File: src/rtl/dcache_write_buffer_pkg.sv
// Shared types and constants for the dcache posted-write buffer.
package wb_pkg;

   localparam logic [2:0] WB_TYPE_BYTE = 3'b000;
   localparam logic [2:0] WB_TYPE_HALF = 3'b001;
   localparam logic [2:0] WB_TYPE_WORD = 3'b010;
   localparam logic [2:0] WB_TYPE_LINE = 3'b100;

   localparam int unsigned WB_LINE_OFF_W = 4;
   localparam int unsigned WB_LINE_W     = 32 - WB_LINE_OFF_W;

   typedef struct packed {
      logic [2:0]   wtype;
      logic [31:0]  addr;
      logic [3:0]   wstrb;
      logic [127:0] data;
   } wb_entry_t;

   function automatic logic [WB_LINE_W-1:0] wb_line(input logic [31:0] addr);
      return addr[31:WB_LINE_OFF_W];
   endfunction

endpackage

File: src/rtl/dcache_write_buffer_fifo.sv
// Entry storage for the write buffer: circular FIFO with head/tail/count,
// per-slot valid bits and the line address of every slot for hazard compares.
module wb_fifo
   import wb_pkg::*;
#(
   parameter int unsigned DEPTH = 4
) (
   input  logic                              clock,
   input  logic                              reset,
   input  logic                              push,
   input  wb_entry_t                         push_entry,
   input  logic                              pop,
   output wb_entry_t                         head_entry,
   output logic                              full,
   output logic                              empty,
   output logic [DEPTH-1:0]                  valid,
   output logic [DEPTH-1:0][WB_LINE_W-1:0]   line_addr
);

   localparam int unsigned PTR_W = $clog2(DEPTH);
   localparam logic [PTR_W-1:0] PTR_ONE = PTR_W'(1);
   localparam logic [PTR_W:0]   CNT_ONE = (PTR_W + 1)'(1);

   logic [PTR_W-1:0] head;
   logic [PTR_W-1:0] tail;
   logic [PTR_W:0]   count;
   logic             do_push;
   logic             do_pop;
   wb_entry_t        mem [DEPTH];

   // count never exceeds DEPTH, so its MSB alone marks a full buffer
   assign full    = count[PTR_W];
   assign empty   = (count == '0);
   assign do_push = push && !full;
   assign do_pop  = pop && !empty;

   always_ff @(posedge clock or posedge reset) begin
      if (reset) begin
         head  <= '0;
         tail  <= '0;
         count <= '0;
         valid <= '0;
      end else begin
         if (do_push) begin
            tail        <= tail + PTR_ONE;
            valid[tail] <= 1'b1;
         end
         if (do_pop) begin
            head        <= head + PTR_ONE;
            valid[head] <= 1'b0;
         end
         case ({do_push, do_pop})
            2'b10:   count <= count + CNT_ONE;
            2'b01:   count <= count - CNT_ONE;
            default: count <= count;
         endcase
      end
   end

   always_ff @(posedge clock) begin
      if (do_push) begin
         mem[tail] <= push_entry;
      end
   end

   assign head_entry = mem[head];

   always_comb begin
      line_addr = '0;
      for (int unsigned i = 0; i < DEPTH; i++) begin
         line_addr[i] = wb_line(mem[i].addr);
      end
   end

   a_count_bound: assert property (@(posedge clock) disable iff (reset)
      count <= (PTR_W + 1)'(DEPTH));

endmodule

File: src/rtl/dcache_write_buffer.sv
// Posted-write buffer between the dcache and the AXI bridge write port.
// Optional WB_ADDR_HAZARD_EN: per-entry line-address read hazard check.
module dcache_write_buffer
   import wb_pkg::*;
#(
   parameter int unsigned DEPTH = 4
) (
   input  logic         clock,
   input  logic         reset,
   input  logic         wr_req,
   input  logic [2:0]   wr_type,
   input  logic [31:0]  wr_addr,
   input  logic [3:0]   wr_wstrb,
   input  logic [127:0] wr_data,
   output logic         wr_rdy,
   input  logic         rd_req,
   input  logic [31:0]  rd_addr,
   output logic         rd_conflict,
   output logic         d_wr_req,
   output logic [2:0]   d_wr_type,
   output logic [31:0]  d_wr_addr,
   output logic [3:0]   d_wr_wstrb,
   output logic [127:0] d_wr_data,
   input  logic         d_wr_rdy,
   output logic         write_buffer_empty
);

   wb_entry_t                       push_entry;
   wb_entry_t                       head_entry;
   logic                            full;
   logic                            empty;
   logic [DEPTH-1:0]                valid;
   logic [DEPTH-1:0][WB_LINE_W-1:0] line_addr;
   logic                            push;
   logic                            pop;
   logic                            inflight;
   logic [31:0]                     inflight_addr;

   assign push_entry = '{wtype: wr_type, addr: wr_addr, wstrb: wr_wstrb, data: wr_data};

   wb_fifo #(
      .DEPTH (DEPTH)
   ) u_fifo (
      .clock      (clock),
      .reset      (reset),
      .push       (push),
      .push_entry (push_entry),
      .pop        (pop),
      .head_entry (head_entry),
      .full       (full),
      .empty      (empty),
      .valid      (valid),
      .line_addr  (line_addr)
   );

   assign wr_rdy   = !full;
   assign push     = wr_req && wr_rdy;
   assign d_wr_req = !empty;
   assign pop      = d_wr_req && d_wr_rdy;

   assign d_wr_type  = head_entry.wtype;
   assign d_wr_addr  = head_entry.addr;
   assign d_wr_wstrb = head_entry.wstrb;
   assign d_wr_data  = head_entry.data;

   // Bridge holds d_wr_rdy low until the B response, so a later rdy with no
   // new pop means the previous write has fully completed.
   always_ff @(posedge clock or posedge reset) begin
      if (reset) begin
         inflight      <= 1'b0;
         inflight_addr <= '0;
      end else if (pop) begin
         inflight      <= 1'b1;
         inflight_addr <= head_entry.addr;
      end else if (d_wr_rdy) begin
         inflight      <= 1'b0;
      end
   end

   assign write_buffer_empty = empty && !inflight;

`ifdef WB_ADDR_HAZARD_EN
   logic hit;
   logic unused_low_bits;

   always_comb begin
      hit = inflight && (wb_line(inflight_addr) == wb_line(rd_addr));
      for (int unsigned i = 0; i < DEPTH; i++) begin
         if (valid[i] && (line_addr[i] == wb_line(rd_addr))) begin
            hit = 1'b1;
         end
      end
      rd_conflict = rd_req && hit;
   end

   assign unused_low_bits = ^{rd_addr[WB_LINE_OFF_W-1:0], inflight_addr[WB_LINE_OFF_W-1:0]};
`else
   logic unused_hazard;

   assign rd_conflict   = rd_req && !write_buffer_empty;
   assign unused_hazard = ^{valid, line_addr, inflight_addr, rd_addr};
`endif

   a_head_stable: assert property (@(posedge clock) disable iff (reset)
      (d_wr_req && !d_wr_rdy) |=> (d_wr_req && $stable(d_wr_addr) && $stable(d_wr_data)));

endmodule

File: config.mk
export PLATFORM = sky130hd
export DESIGN_NAME = dcache_write_buffer
export DESIGN_NICKNAME = d
export VERILOG_FILES = /design/src/rtl/dcache_write_buffer_pkg.sv /design/src/rtl/dcache_write_buffer_fifo.sv /design/src/rtl/dcache_write_buffer.sv
export SDC_FILE = /design/constraint.sdc
export NUM_CORES = 1
export LEC_CHECK = 0
export BUFFER_PORTS_ARGS = -buffer_cell sky130_fd_sc_hd__buf_2
export CAP_MARGIN = 10
export CORE_ASPECT_RATIO = 1.25
export CORE_UTILIZATION = 55
export CTS_CLUSTER_SIZE = 30
export DETAILED_ROUTE_END_ITERATION = 16
export GPL_ROUTABILITY_DRIVEN = 0
export PLACE_DENSITY = 0.78
export SLEW_MARGIN = 20
export SYNTH_ARGS = -nofsm -noshare
export SYNTH_HDL_FRONTEND = slang
export SYNTH_SLANG_ARGS = --single-unit
File: constraint.sdc
create_clock -name clock -period 8.2 [get_ports clock]
set_input_delay 0.82 -clock clock [delete_from_list [all_inputs] [get_ports clock]]
set_output_delay 0.82 -clock clock [all_outputs]
set_load 0.01 [all_outputs]
==> flow_summary.html <==
<table>
<tr><th>Metric</th><th>Value</th></tr>
<tr><th colspan="2">Timing</th></tr>
<tr><td>Worst slew margin</td><td>0.3150</td></tr>
<tr><td>Worst setup skew after layout</td><td>0.01326 ns</td></tr>
<tr><td>Unrepaired setup endpoints after global routing</td><td>no</td></tr>
<tr><td>Number of endpoints failing setup at the final stage</td><td>0</td></tr>
<tr><td>Accumulated negative setup slack</td><td>0 ns</td></tr>
<tr><td>Maximum clock rate</td><td>250.2 MHz</td></tr>
<tr><td>Final Critical Period</td><td>3.997 ns</td></tr>
<tr><td>Pin slew with the least headroom to its limit</td><td>between 1 and 1.5 ns</td></tr>
<tr><td>Fin crit share</td><td>0.4875</td></tr>
<tr><td>Final Hold Violating Endpoints</td><td>0</td></tr>
<tr><td>Slew Viols, Final</td><td>0</td></tr>
<tr><th colspan="2">Clock network</th></tr>
<tr><td>Clk sinks</td><td>around 680</td></tr>
<tr><td>Clock Root Buffer</td><td>clkbuf_16</td></tr>
<tr><td>Number of buffers on the longest clock path</td><td>3</td></tr>
<tr><td>Number of resized instances in the post-cts repair step</td><td>0</td></tr>
<tr><td>Clock tree from TritonCTS</td><td>yes</td></tr>
<tr><td>CTS buffer count</td><td>59</td></tr>
<tr><td>Setup fix buffers added after clock tree synthesis</td><td>0</td></tr>
<tr><td>Hold buffer count at cts</td><td>0</td></tr>
<tr><td>Clk slew on worst S/H paths</td><td>0.07 ns</td></tr>
<tr><td>Clock H-tree levels</td><td>2</td></tr>
<tr><td>Insertion delay to the later sink of the worst-skew pair</td><td>0.59 ns</td></tr>
<tr><th colspan="2">Pwr</th></tr>
<tr><td>Relative contribution of sequential cells to total power</td><td>0.459</td></tr>
<tr><td>Peak supply drop</td><td>0.3152 mV</td></tr>
<tr><td>Relative contribution of combinational cells to total power</td><td>0.273</td></tr>
<tr><td>Total power density per cell area</td><td>roughly 340 nW/µm²</td></tr>
<tr><td>Fraction of power consumed by the clock network</td><td>0.268</td></tr>
<tr><td>Pleak</td><td>9.706 nW</td></tr>
<tr><td>Cell internal pwr</td><td>between 7 and 8 mW</td></tr>
<tr><td>Net switching power</td><td>2.740 mW</td></tr>
<tr><td>Switching part of the total power</td><td>0.2793</td></tr>
<tr><th colspan="2">Place</th></tr>
<tr><td>Placed cell count</td><td>1805</td></tr>
<tr><td>I/O Buffers</td><td>342</td></tr>
<tr><td>HPWL after detailed placement</td><td>26.46 mm</td></tr>
<tr><th colspan="2">Worst hold path</th></tr>
<tr><td>Min-delay worst type</td><td>in -&gt; async</td></tr>
<tr><th colspan="2">Detailed routing</th></tr>
<tr><td>Highest metal used</td><td>met5</td></tr>
<tr><td>First-pass iteration count of the detailed router</td><td>5</td></tr>
<tr><td>Met3 WL post-DR</td><td>roughly 3.8 mm</td></tr>
<tr><td>Total via count in the routed design</td><td>between 10000 and 15000</td></tr>
<tr><td>Detail-routed via count per cell</td><td>roughly 5.6</td></tr>
<tr><td>Average wire length per cell after detail routing</td><td>23.32 µm</td></tr>
<tr><td>Wire length on met2</td><td>23.14 mm</td></tr>
<tr><td>Met1 Routed Length</td><td>16.37 mm</td></tr>
<tr><td>Post-DRT Antenna Nets</td><td>0</td></tr>
<tr><td>Detailed Route WL</td><td>44.76 mm</td></tr>
<tr><td>DRC violation total after the first TritonRoute iteration</td><td>about 520</td></tr>
<tr><td>DRC violation count after routing</td><td>0</td></tr>
<tr><th colspan="2">GRT</th></tr>
<tr><td>Tot GR Track Use</td><td>0.1987</td></tr>
<tr><td>Global-route wire length before repair</td><td>roughly 67 mm</td></tr>
<tr><td>Global route total overflow</td><td>0</td></tr>
<tr><td>Antenna violations before repair</td><td>10</td></tr>
<tr><td>Number of global-route vias before repair</td><td>11440</td></tr>
<tr><td>Pin count of the biggest net entering global routing</td><td>between 70 and 80</td></tr>
<tr><th colspan="2">Final layout</th></tr>
<tr><td>Share of cells above drive strength 1</td><td>0.4560</td></tr>
<tr><td>Net count reported at finish</td><td>about 1500</td></tr>
<tr><td>Synth-to-layout area growth</td><td>16.93%</td></tr>
<tr><td>Final std cells w/o fill</td><td>1919</td></tr>
<tr><td># fillers</td><td>a little under 3000</td></tr>
<tr><th colspan="2">Synth</th></tr>
<tr><td>Top cell types by occurrence after synthesis</td><td>edfxtp_1, mux4_2, buf_2</td></tr>
<tr><td>Register bit total from synthesis</td><td>676</td></tr>
<tr><td>Number of enable-type register cells in the synthesized netlist</td><td>668</td></tr>
<tr><td>Cell types with the largest area share after synthesis</td><td>edfxtp_1, mux4_2, dfrtp_1</td></tr>
<tr><td>Summed instance area of the synthesized netlist</td><td>24560 µm²</td></tr>
<tr><td>Fraction of the yosys area taken by sequential cells</td><td>0.8250</td></tr>
<tr><td>Post-synthesis net count</td><td>approximately 1100</td></tr>
<tr><td>Synthesized area per cell</td><td>26.75 µm²</td></tr>
<tr><td>Async set or reset register ratio after synthesis</td><td>0.01183</td></tr>
<tr><td>Area leader, netlist</td><td>edfxtp_1</td></tr>
<tr><td>Count of different cell masters after synthesis</td><td>20</td></tr>
<tr><td>Most frequently used flop master after synthesis</td><td>edfxtp_1</td></tr>
<tr><td>Synthesis Warnings</td><td>0</td></tr>
<tr><td>Share of Yosys cell area claimed by the top area cell type</td><td>0.8168</td></tr>
<tr><td>Most repeated cell in the gate-level netlist after synthesis</td><td>edfxtp_1</td></tr>
<tr><td>Synth Instances</td><td>918</td></tr>
<tr><th colspan="2">Floorplanning</th></tr>
<tr><td>Number of placement rows</td><td>86</td></tr>
<tr><td>Top-Level Pins</td><td>approximately 380</td></tr>
<tr><td>Initial standard-cell utilization of the core</td><td>0.5566</td></tr>
<tr><td>DIE WIDTH</td><td>191.0 µm</td></tr>
<tr><td>Chip Height</td><td>238.2 µm</td></tr>
<tr><td>Placeable core region</td><td>between 40000 and 50000 µm²</td></tr>
<tr><td>Die area</td><td>about 46000 µm²</td></tr>
<tr><th colspan="2">Run status</th></tr>
<tr><td>Status</td><td>finished, final reports clean</td></tr>
<tr><th colspan="2">Setup path</th></tr>
<tr><td>Register-to-Register Setup Slack</td><td>around 5.2 ns</td></tr>
<tr><td>Critical path required time</td><td>about 7.4 ns</td></tr>
<tr><td>Kind of end point of the critical path</td><td>primary output</td></tr>
<tr><td>Worst-path fanout max</td><td>51</td></tr>
<tr><td>Worst Path Arrival</td><td>3.18 ns</td></tr>
<tr><td>Depth of the worst register-to-register path</td><td>3</td></tr>
<tr><td>Startpoint types</td><td>flip-flop</td></tr>
<tr><td>Worst Setup Path Type</td><td>reg -&gt; out</td></tr>
<tr><th colspan="2">Run</th></tr>
<tr><td>Reported max-cap violation count</td><td>0</td></tr>
</table>
layout by cell type, fill, tap and decap left out:
cell         n
inv_6        1
inv_1        8
clkbuf_1    13
buf_6        1
dfrtp_1      6
nor2b_1      2
diode_2      5
clkbuf_8     2
mux2_2       1
o21ai_0      1
clkinv_2    14
xor2_1       2
buf_16       1
clkbuf_16   61
dfrtp_4      2
edfxtp_1   668
fa_1         1
nor2_1       2
mux2i_1      1
nand3_1      1
clkinv_1    13
buf_2      342
xnor2_1      4
or3_1        1
buf_4       12
nand2_1      1
and2_4       4
mux4_2     167
ha_1         5
bufinv_16    4
and2_1       1
layout make-up:
class / instances / area [µm²] / share of cell area
Clock inverter: 32 / 247.7 / 0.008627
Clock buffer: 76 / 1603 / 0.05582
Antenna cell: 5 / 12.51 / 0.0004357
Multi-Input combinational cell: 194 / 3999 / 0.1393
Tap cell: 572 / 715.7 / 0.02492
Sequential cell: 676 / 20270 / 0.7058
Timing Repair Buffer: 356 / 1841 / 0.06410
Inverter: 8 / 30.03 / 0.001046
logic make-up after synthesis:
group | share of synthesized area
AO/OA/AOI/OAI | 0.0002036
adder cells (fa/ha/maj) | 0.003363
AND/OR/NAND/NOR | 0.002700
multiplexers | 0.1540
XOR/XNOR | 0.002140
buffers and inverters | 0.01258
flip-flops | 0.8250
flip-flops by register name (all words and copies together) (netlist names):
name          count
u_fifo.tail       2
u_fifo.count      3
u_fifo.mem      668
inflight          1
u_fifo.head       2
power groups by stage:
stage	sequential (mW)	combinational [mW]	clock, mW
after CTS	4.57	2.69	2.69
after detailed placement	4.64	2.68	0
final	4.50	2.68	2.63
after global routing	4.55	2.89	2.80
after floorplan	4.54	1.87	0
after global placement	4.60	2.66	0
worst max-delay path: stages (launching register included):
cell	delay (ns)
dfrtp_4	0.84
buf_4	0.89
mux4_2	0.62
buf_2	0.16
worst paths after layout:
kind                                  from                 end
setup / recovery            u_fifo.head[0]      d_wr_data[103]
hold / removal                       reset     u_fifo.count[0]
setup reg to reg           u_fifo.count[2]   u_fifo.mem[1][83]
hold reg to reg            u_fifo.count[0]     u_fifo.count[0]
max in group asynchronous            reset      u_fifo.head[1]
min in group clock            wr_data[101]  u_fifo.mem[1][101]
metrics by stage:
stage	utilization	power (mW)	hold WS, ns	area (µm²)	worst slack, ns
floorplan	-	6.411	0.4612	24560	2.645
global placement	0.6079	7.262	0.4799	26820	4.646
detailed placement	0.6079	7.314	0.4820	26820	4.637
CTS	0.6499	9.952	0.1364	28670	4.057
global route	0.6508	10.24	0.1680	28710	3.919
finish	0.6509	9.811	0.1713	28720	4.203
routing by layer:
layer / up-vias / global-route usage
met5: - / 0
met4: 12 / 0.07442
met3: 96 / 0.06339
met2: 358 / 0.3320
met1: 5547 / 0.2419
li1: 4722 / -
Power figures use the tool's default switching activity.
